<file path="src/rtl/debug_uart_rx.sv">
// 8N1 serial receiver that packs six consecutive bytes into one 48-bit word.
// A bad stop bit or an over-long gap between bytes discards the partial word.
module debug_uart_rx #(
   parameter int CLK_FRE      = 33,
   parameter int BAUD_RATE    = 1000000,
   parameter int TIMEOUT_BITS = 20
) (
   input  logic        clk,
   input  logic        rst_n,
   input  logic        uart_rx,
   output logic [47:0] dataout,
   output logic        data_de,
   output logic        frame_err
);

   localparam int CYCLE   = CLK_FRE * 1000000 / BAUD_RATE;
   localparam int TIMEOUT = TIMEOUT_BITS * CYCLE;
   localparam int CW      = $clog2(CYCLE + 1);
   localparam int TW      = $clog2(TIMEOUT + 1);

   localparam logic [CW-1:0] CNT_MID  = CW'(CYCLE / 2 - 1);
   localparam logic [CW-1:0] CNT_LAST = CW'(CYCLE - 1);
   localparam logic [TW-1:0] IDLE_MAX = TW'(TIMEOUT);

   typedef enum logic [1:0] {IDLE, START, DATA, STOP} state_t;

   state_t          state_reg, state_next;
   logic            rx_meta_reg, rx_sync_reg, rx_prev_reg;
   logic [CW-1:0]   cnt_reg;
   logic [2:0]      bit_cnt_reg;
   logic [7:0]      shift_reg;
   logic [39:0]     asm_reg;
   logic [2:0]      index_reg;
   logic [TW-1:0]   idle_cnt_reg;
   logic            idle_run_reg;
   logic            wait_high_reg;

   logic            fall;
   logic            start_ok;
   logic            data_tick;
   logic            stop_ok;
   logic            stop_bad;

   assign fall = rx_prev_reg & ~rx_sync_reg;

   always_ff @(posedge clk or negedge rst_n) begin
      if (!rst_n) begin
         rx_meta_reg <= 1'b1;
         rx_sync_reg <= 1'b1;
         rx_prev_reg <= 1'b1;
         state_reg   <= IDLE;
      end else begin
         rx_meta_reg <= uart_rx;
         rx_sync_reg <= rx_meta_reg;
         rx_prev_reg <= rx_sync_reg;
         state_reg   <= state_next;
      end
   end

   always_comb begin
      state_next = state_reg;
      start_ok   = 1'b0;
      data_tick  = 1'b0;
      stop_ok    = 1'b0;
      stop_bad   = 1'b0;
      case (state_reg)
         IDLE: begin
            if (fall && !wait_high_reg)
               state_next = START;
         end
         START: begin
            if (cnt_reg == CNT_MID) begin
               if (!rx_sync_reg) begin
                  state_next = DATA;
                  start_ok   = 1'b1;
               end else begin
                  state_next = IDLE;
               end
            end
         end
         DATA: begin
            if (cnt_reg == CNT_LAST) begin
               data_tick = 1'b1;
               if (bit_cnt_reg == 3'd7)
                  state_next = STOP;
            end
         end
         STOP: begin
            if (cnt_reg == CNT_LAST) begin
               state_next = IDLE;
               stop_ok    = rx_sync_reg;
               stop_bad   = ~rx_sync_reg;
            end
         end
         default: state_next = IDLE;
      endcase
   end

   // Bit timing: the counter restarts on every state change and on every data sample.
   always_ff @(posedge clk or negedge rst_n) begin
      if (!rst_n) begin
         cnt_reg       <= '0;
         bit_cnt_reg   <= 3'd0;
         shift_reg     <= 8'h00;
         wait_high_reg <= 1'b0;
      end else begin
         if (state_reg == IDLE || state_next != state_reg || data_tick)
            cnt_reg <= '0;
         else
            cnt_reg <= cnt_reg + 1'b1;

         if (start_ok)
            bit_cnt_reg <= 3'd0;
         else if (data_tick)
            bit_cnt_reg <= bit_cnt_reg + 3'd1;

         if (data_tick)
            shift_reg <= {rx_sync_reg, shift_reg[7:1]};

         if (stop_bad)
            wait_high_reg <= 1'b1;
         else if (rx_sync_reg)
            wait_high_reg <= 1'b0;
      end
   end

   // Word assembly; a confirmed start takes priority over a gap timeout.
   always_ff @(posedge clk or negedge rst_n) begin
      if (!rst_n) begin
         asm_reg      <= 40'h0;
         index_reg    <= 3'd0;
         idle_cnt_reg <= '0;
         idle_run_reg <= 1'b0;
         dataout      <= 48'h0;
         data_de      <= 1'b0;
         frame_err    <= 1'b0;
      end else begin
         data_de   <= 1'b0;
         frame_err <= 1'b0;
         if (stop_ok) begin
            asm_reg <= {asm_reg[31:0], shift_reg};
            if (index_reg == 3'd5) begin
               dataout      <= {asm_reg, shift_reg};
               data_de      <= 1'b1;
               index_reg    <= 3'd0;
               idle_run_reg <= 1'b0;
            end else begin
               index_reg    <= index_reg + 3'd1;
               idle_run_reg <= 1'b1;
               idle_cnt_reg <= '0;
            end
         end else if (stop_bad) begin
            index_reg    <= 3'd0;
            frame_err    <= 1'b1;
            idle_run_reg <= 1'b0;
         end else if (start_ok) begin
            idle_run_reg <= 1'b0;
         end else if (idle_run_reg) begin
            if (idle_cnt_reg == IDLE_MAX) begin
               index_reg    <= 3'd0;
               idle_run_reg <= 1'b0;
            end else begin
               idle_cnt_reg <= idle_cnt_reg + 1'b1;
            end
         end
      end
   end

endmodule

</file>
<file path="config.mk">
export PLATFORM = sky130hd
export DESIGN_NAME = debug_uart_rx
export DESIGN_NICKNAME = d
export VERILOG_FILES = /design/src/rtl/debug_uart_rx.sv
export SDC_FILE = /design/constraint.sdc
export NUM_CORES = 1
export LEC_CHECK = 0
export ABC_AREA = 1
export CAP_MARGIN = 20
export CORE_UTILIZATION = 40
export DETAILED_ROUTE_END_ITERATION = 6
export GPL_ROUTABILITY_DRIVEN = 0
export HOLD_SLACK_MARGIN = 0.02
export PLACE_DENSITY = 0.59
export SYNTH_ARGS = -nofsm -noshare
export SYNTH_HDL_FRONTEND = slang
export SYNTH_SLANG_ARGS = --single-unit
export TNS_END_PERCENT = 30
</file>
<file path="constraint.sdc">
create_clock -name clk -period 1.5 [get_ports clk]
set_input_delay 0.3 -clock clk [delete_from_list [all_inputs] [get_ports clk]]
set_output_delay 0.3 -clock clk [all_outputs]
set_load 0.005 [all_outputs]
</file>
---- Word level (Yosys, flattened, before mapping) ----
Index checks and enable logic that the tools add are counted.
cells by class
  add/sub/neg operators ................... 4
  equality and inequality tests ........... 14
  mux-type cells .......................... 43
  bitwise gates (word level) .............. 2
  reduce and logical (&&, ||, !) cells .... 13
operator list
  kind                                                   number
  two-way mux 10 bit                                     6
  two-way mux 3 bit                                      8
  two-way mux 1 bit                                      21
  two-way mux 2 bit                                      6
  adder 10 x 1 -> 10 bit, second input constant          1
  equality test 10 bit, second input constant            1
  one-hot mux 2 bit (4 select lines)                     1
  adder 3 x 1 -> 3 bit, second input constant            2
  adder 6 x 1 -> 6 bit, second input constant            1
  equality test 3 bit, second input constant             2
  equality test 6 x 4 -> 1 bit, second input constant    1
  equality test 6 bit, second input constant             1
  two-way mux 6 bit                                      1
  inequality test 2 bit, second input constant           3
  nonzero test 2 bit                                     3
  nonzero test 3 bit                                     2
  AND reduction 5 bit                                    1
  equality test 2 bit, second input constant             2
  inequality test 3 x 1 -> 1 bit, second input constant  1
  AND reduction 3 bit                                    1
  equality test 2 x 1 -> 1 bit, second input constant    1
  logical NOT 2 bit                                      1
  logical OR 1 bit                                       2
  inequality test 2 x 1 -> 1 bit, second input constant  1
  6 further kinds                                        6
storage, ports and cells
  register bits ........................... 127
  bits of input ports ..................... 3
  output and inout bits ................... 50
  logic and storage cells ................. 91

---- Depth between registers and ports, before layout ----
Gate-level depths: netlist of run 1.
  word-level depth ........................ 9
  gate-level depth with buffers ........... 11
  mapped depth without buffers ............ 11

---- Worst setup path after synthesis of run 1 ----
OpenSTA, ideal clock, no wires.
  path kind ............................... register to register
  start ................................... register cnt_reg[0]
  end ..................................... register dataout[20]
  arrival ................................. 1.332 ns
  data required time ...................... 1.370 ns
  slack ................................... 0.038 ns
  stages on the path, launching flop included .. 10
  buffers on the path ..................... 2
  clock period less this slack ............ 1.462 ns
  cell sequence ........................... dfrtp_1 inv_1 ha_1 nand3_4 inv_4 nand4_4 buf_6 buf_6 nand2_1 o21ai_1
between the ends
  cells in the longest elaborated chain, start to end .. 4
RTL lines
  item                                  line  RTL
  from (decl)                           29    logic [CW-1:0] cnt_reg;
  from (signal assigned)                110   cnt_reg <= cnt_reg + 1'b1;
  equality test 6 bit                   89    if (cnt_reg == CNT_LAST) begin
  two-way mux 1 bit                     89
  two-way mux 1 bit                     66    case (state_reg)
  AND reduction 2 bit (no source line)  --
  to (signal assigned)                  143   dataout <= {asm_reg, shift_reg};
  to (decl)                             11    output logic [47:0] dataout,
No other way between the ends.
A chain may end at the register's enable or synchronous reset.

---- Worst setup path in the final report of run 1 ----
  start ................................... register cnt_reg[2]
  end ..................................... register dataout[11]
Same word-level chain as after synthesis.

==> results of run 1 <==
## stage by stage
stage	power, W	hold WS [ns]
after floorplan	0.00378	0.00441
after global placement	0.00395	0.316
after detailed placement	0.00397	0.319
after CTS	0.00792	0.284
after global routing	0.00833	0.302
final	0.00801	0.301
## area by class of cell
| cell class | count | area share (%) |
|---|---|---|
| clock buffer | 21 | 6.45 |
| clock inverter | 10 | 1.18 |
| inverter | 120 | 6.11 |
| multi-input combinational | 331 | 25.9 |
| sequential | 127 | 42.8 |
| tap | 176 | 2.95 |
| timing repair buffer | 109 | 14.6 |
## layout by cell type, fill, tap and decap left out, drive strengths merged, types with 6 or more instances in the layout
cell type      n
ha             6
buf           52
clkbuf        26
inv          120
a21oi         43
o21ai         56
nand2        105
dfrtp        124
nor2          60
mux2i          8
xor2           9
nor3           7
nand3         25
dlygate4sd2   50
nand4          6
clkinv         7
## synth_stat cells, drive strengths merged
library cell	n	area, um^2
a21oi	43	215
xnor2	3	26.3
ha	6	75.1
buf	16	105
xor2	9	78.8
or2	2	12.5
nand4	6	52.6
mux2i	8	80.1
inv	120	453
nor2	60	238
dfstp	3	78.8
o21ai	56	280
nor3	7	45.0
dfrtp	124	3100
nand3	25	153
nand2	105	399
clkbuf	7	26.3
nand3b	1	7.51
## report_power, final
group          switching (W)  total [W]  internal (W)
Sequential         0.0000510    0.00353       0.00348
Clock                0.00145    0.00388       0.00243
Combinational       0.000352   0.000601      0.000249
## worst reg2reg max path, delay by kind of cell, from the launching register on
| kind | cells | cell delay (ns) |
|---|---|---|
| buffers and inverters | 3 | 0.47 |
| AO/OA/AOI/OAI | 1 | 0.09 |
| flip-flops | 1 | 0.46 |
| AND/OR/NAND/NOR | 4 | 0.46 |
## repair_timing
| action | in CTS | in global routing |
|---|---|---|
| gates cloned | 0 | 9 |
| pin swaps | 0 | 8 |
| buffers inserted | 9 | 11 |
| hold buffers | 1 | 0 |
| resized for setup | 54 | 93 |
| endpoints found under the setup margin | 133 | 114 |
| endpoints found under the hold margin | 124 | 0 |
## worst paths after layout
check,start,endpoint
hold / removal,uart_rx,rx_meta_reg
min in group asynchronous,rst_n,dataout[30]
hold reg to reg,rx_meta_reg,rx_sync_reg
max in group asynchronous,rst_n,rx_prev_reg
setup reg to reg,cnt_reg[2],dataout[11]
setup / recovery,cnt_reg[2],dataout[11]
## layer usage
layer  track usage (%)  share of wire (%)
met1              20.3                 44
met3              4.87                3.3
met5                 0                  0
met4              8.54                2.0
met2              26.9                 50
## cell families (layout without fill, tap and decap cells)
kind of cell               after synthesis  after routing
and+or+nand+nor                        206            206
buffers and inverters                  143            260
DFF                                    127            127
AOI/OAI and AO/OA                       99             99
xor gates and xnor gates                12             12
muxes                                    8              8
adders and majority gates                6              6
==> results.txt, run 1 <==
----------------------------------------------------
[Outcome]
  Status ... complete, but fails checks
  Violated checks ... setup timing

[Worst hold path]
  Hold depth ... 1
  Hold Crit Class ... in2reg

[GRT]
  GRT Residual Overflow ... 0
  Number of global-route vias before repair ... 3,924
  Global-route total usage across every layer ... 16.7%
  Wire length of the first global-routing pass ... 18,200 um
  Number of antenna violations at the first check in global routing ... 0
  Maximum number of pins on one net before global-route repair ... 62

[Synthesis]
  Synth Area in XOR/XNOR ... 1.94%
  Share of synthesized cell area in and, or, nand and nor gates ... 16.7%
  Adder and majority gate portion of the synthesized area ... 1.38%
  Post-synth design cell area ... 5430 um^2
  Post-Syn Area per Cell ... 9.03 um^2
  Register bit count reported by yosys ... 127
  Combinational family with the most area after synthesis ... simple AND/OR/NAND/NOR gates
  Distinct cell type count of the synthesized netlist ... 30
  Multiplexer fraction of the synthesized cell area ... 1.47%
  Mapped Cells ... 601
  Warnings, synthesis ... 0
  Share of synthesized area occupied by flip-flops and latches ... 58.6%
  Complex-gate fraction of the synthesized area ... 9.13%
  Synthesized Nets ... 610

[Die]
  Starting density of the core ... 41.0%
  Area enclosed by the die boundary ... 14,000 um^2
  Height of the die ... 119 um
  Row count ... 42
  Io pins ... 53
  Area of the core region ... 13,200 um^2
  Width of the die ... 119 um

[Clock tree]
  Clock-pin slew on the worst setup and hold paths ... 0.05 ns
  CTS Buffer Depth ... 2
  Clk sinks ... 127
  CTS root buf ... clkbuf_16
  TritonCTS clock tree ... built
  Worst-skew pair later-pin latency ... 0.42 ns
  TritonCTS Buffers ... 17
  Maximum level of the CTS H-tree ... 4

[Placed design]
  PortBufs ... 52
  Placed cell area ... 6310 um^2
  Detailed placer's ending HPWL ... 7130 um
  Place WS ... -0.0584 ns
  Post-placement cell count ... 833

[Critical path]
  Required time of the worst setup path ... 1.79 ns
  FF-to-FF setup slack ... -0.11 ns
  Levels on crit path ... 8
  Endpoint type of the worst setup path ... register
  Peak fanout along the critical path ... 6
  Critical Path AT ... 1.89 ns
  Startpoint-to-endpoint class of the critical path ... reg2reg
  Critical path cell sequence ... nor2_4, nand3_4, inv_6, nand4_4, buf_4, clkbuf_16, nand2_1, o21ai_0
  Crit path largest cell delay ... 0.46 ns
  Critical path launch point type ... register
  Count of cells along the worst register-to-register path ... 8
  Number of buffer and inverter instances along the worst setup path ... 3
  Kind of cell adding the most delay to the critical path ... buffers and inverters
  Slowest CP cell ... dfrtp_2

[Pwr]
  Peak supply drop ... 0.701 mV
  P per Cell Area ... 1070 nW/um^2
  Static Leakage ... 4.08 nW

[Drt]
  Detailed-route wire length ... 11,900 um
  Starting DRC count in detailed routing ... 208
  Average detailed-routed wire length per instance ... 13.3 um
  Post-route DRC ... 0
  DR vias ... 4,190
  Number of routed nets with antenna violations ... 0
  First-pass iteration count of the detailed router ... 5
  Number of vias per cell after detailed routing ... 4.69

[Cells and area]
  Area taken by flip-flops and latches ... 3190 um^2
  Number of flip-flops under the largest register name ... 48
  Final std cells w/o fill ... 894
  Post-layout util ... 56.3%
  Antenna cells ... 0
  Final standard cell area without fillers ... 7450 um^2
  Area of the multi-input gates ... 1930 um^2
  Layout-stage area growth over the synthesis result ... 37.3%
  Number of fillers in the final layout ... 1,184
  Layout cell share with drive strength beyond 1 ... 23.5%
  Final nets ... 715

[Timing]
  Achievable frequency ... 0.622 GHz
  Setup skew after layout ... 0.00820 ns
  Final Worst Setup Slack ... -0.107 ns
  Final count of negative-setup-slack endpoints ... 57
  Crit path time final ... 1.61 ns
  Max Transition Viols Final ... 0
  Part of the cycle the worst path needs ... 107%
  Setup Total Neg Slack ... -2.37 ns
  Worst Max-Slew Pin Slew ... 0.338 ns
  Unrepaired setup endpoints after global routing ... true
  Max-slew headroom at the worst pin ... 77.5%
  Hold Fails Final Rpt ... 0

[Job]
  Maximum capacitance violations ... 0

----------------------------------------------------
(Power assumes the default switching activity.)
==> inputs of run 2 (changes only) <==
SETUP_SLACK_MARGIN = 0.3   (was not set)
TNS_END_PERCENT = 10   (was 30)
==> results.txt, run 2 (synthesis gave the netlist of run 1 again) <==
----------------------------------------------------
[Critical path]
  Endpoint type of the worst setup path ... register
  Critical path cell sequence ... inv_2, ha_4, nand3_4, inv_6, nand4_4, buf_12, buf_12, mux2i_1, inv_1
  Peak fanout along the critical path ... 9
  Most repeated library cell on the critical path ... buf_12
  Critical path launch point type ... register
  Slowest CP cell ... dfrtp_2
  Crit path largest cell delay ... 0.44 ns
  Required time of the worst setup path ... 1.80 ns
  Startpoint-to-endpoint class of the critical path ... reg2reg
  Critical Path AT ... 1.90 ns
  Kind of cell adding the most delay to the critical path ... buffers and inverters
  Number of buffer and inverter instances along the worst setup path ... 5

[Timing]
  Final hold slack ... 0.301 ns
  Max Transition Viols Final ... 0
  Worst Max-Slew Pin Slew ... 0.472 ns
  Part of the cycle the worst path needs ... 107%
  Crit path time final ... 1.60 ns
  Final Worst Setup Slack ... -0.0981 ns
  Setup skew after layout ... 0.00766 ns
  Max-slew headroom at the worst pin ... 68.6%
  Unrepaired setup endpoints after global routing ... true
  Achievable frequency ... 0.626 GHz
  Setup Total Neg Slack ... -2.83 ns
  Hold Fails Final Rpt ... 0
  Final count of negative-setup-slack endpoints ... 88

[GRT]
  Number of global-route vias before repair ... 4,146
  Busiest grt layer ... met2
  Maximum number of pins on one net before global-route repair ... 45
  GR met2 Demand/Resource ... 28.1%
  Global-route total usage across every layer ... 17.6%
  Met3 Usage GRT ... 4.73%
  Number of antenna violations at the first check in global routing ... 0
  GRT Residual Overflow ... 0
  Fraction of met1 tracks used by global routing ... 22.5%
  Wire length of the first global-routing pass ... 19,500 um

[Die]
  Area enclosed by the die boundary ... 14,000 um^2
  Area of the core region ... 13,200 um^2
  Width of the die ... 119 um
  Height of the die ... 119 um
  Starting density of the core ... 41.0%
  Io pins ... 53
  Row count ... 42

[Clock tree]
  TritonCTS Buffers ... 17
  Clk sinks ... 127
  Clock-pin slew on the worst setup and hold paths ... 0.06 ns
  Worst-skew pair later-pin latency ... 0.42 ns
  CTS Buffer Depth ... 2
  CTS root buf ... clkbuf_16
  Maximum level of the CTS H-tree ... 4
  TritonCTS clock tree ... built

[Cells and area]
  Most common cell after layout, fill and taps aside ... dfrtp_1
  Antenna cells ... 0
  Number of fillers in the final layout ... 1,187
  Area taken by flip-flops and latches ... 3190 um^2
  Final nets ... 719
  Layout-stage area growth over the synthesis result ... 39.1%
  Post-layout util ... 57.0%
  Number of flip-flops under the largest register name ... 48
  Area of the multi-input gates ... 2090 um^2
  Most frequent cells in the layout ... dfrtp_1, inv_1, nand2_1, buf_4, nor2_1
  Layout cell share with drive strength beyond 1 ... 34.5%
  Final std cells w/o fill ... 898

[Drt]
  Detailed-route wire length ... 11,600 um
  Number of vias per cell after detailed routing ... 4.63
  Starting DRC count in detailed routing ... 115
  Number of routed nets with antenna violations ... 0
  Post-route DRC ... 0
  DR vias ... 4,161
  Average detailed-routed wire length per instance ... 12.9 um
  First-pass iteration count of the detailed router ... 4

[Placed design]
  Detailed placer's ending HPWL ... 7240 um
  Post-placement cell count ... 838
  PortBufs ... 52

[Pwr]
  P per Cell Area ... 1090 nW/um^2
  Static Leakage ... 4.05 nW
  Pwr Total ... 0.00821 W
  Peak supply drop ... 0.652 mV

[Job]
  Maximum capacitance violations ... 0

[Outcome]
  Violated checks ... setup timing
  Status ... complete, but fails checks

[Worst hold path]
  Hold Crit Class ... in2reg

----------------------------------------------------
[run 2: cell types whose count changed in the layout (fill, tap and decap cells not counted), sizes merged]
cell | before | now
bufinv | 1 | 2
inv | 120 | 121
clkbuf | 26 | 23
buf | 52 | 90
clkinvlp | 2 | 1
dlygate4sd2 | 50 | 20
clkinv | 7 | 5
[run 2: worst register-to-register path, stage by stage (launching register included)]
cell and delay (ns):
dfrtp_2 0.44, inv_2 0.08, ha_4 0.15, nand3_4 0.08, inv_6 0.11, nand4_4 0.09
buf_12 0.18, buf_12 0.15, mux2i_1 0.14, inv_1 0.05
[run 2: area by class of cell]
| type | count | area share, % |
|---|---|---|
| clock buffer | 22 | 6.28 |
| sequential | 127 | 42.2 |
| clock inverter | 9 | 1.44 |
| multi-input combinational | 331 | 27.7 |
| timing repair buffer | 113 | 13.5 |
| tap | 176 | 2.92 |
| inverter | 120 | 6.03 |
[run 2: stage by stage]
step / worst slack (ns) / instance area [um^2]
finish: -0.0981 / 7550
global route: -0.182 / 7550
CTS: -0.0478 / 7260
detailed placement: -0.131 / 6360
global placement: -0.0702 / 6360
floorplan: 0.0563 / 5440
[run 2: final timing paths]
path / from / endpoint / slack, ns / cells past startpoint
setup / recovery: cnt_reg[0] / dataout[40] / -0.1 / 9
min in group asynchronous: rst_n / dataout[38] / 0.39 / 2
setup reg to reg: cnt_reg[0] / dataout[40] / -0.1 / 9
hold / removal: uart_rx / rx_meta_reg / 0.30 / 1
hold reg to reg: rx_meta_reg / rx_sync_reg / 0.36 / 0
max in group asynchronous: rst_n / rx_sync_reg / 0.54 / 3
[run 2: layer usage]
| layer | vias up | routed length, um |
|---|---|---|
| li1 | 2079 | - |
| met1 | 2001 | 5300 |
| met2 | 61 | 5610 |
| met3 | 20 | 437 |
| met4 | 0 | 203 |
| met5 | - | 0 |
[run 2: timing repair]
action | 4_1_cts | 5_1_grt
hold buffers | 1 | 0
resized for setup | 210 | 89
hold endpoints to repair | 25 | 0
pin swaps | 27 | 16
endpoints found under the setup margin | 174 | 174
cloned | 2 | 1
setup buffers | 21 | 4
[run 2: power breakdown]
group	leakage, nW	switching [W]	internal, W
combinational	2.01	0.000357	0.000261
clock	0.286	0.00148	0.00257
sequential	1.76	0.0000626	0.00348
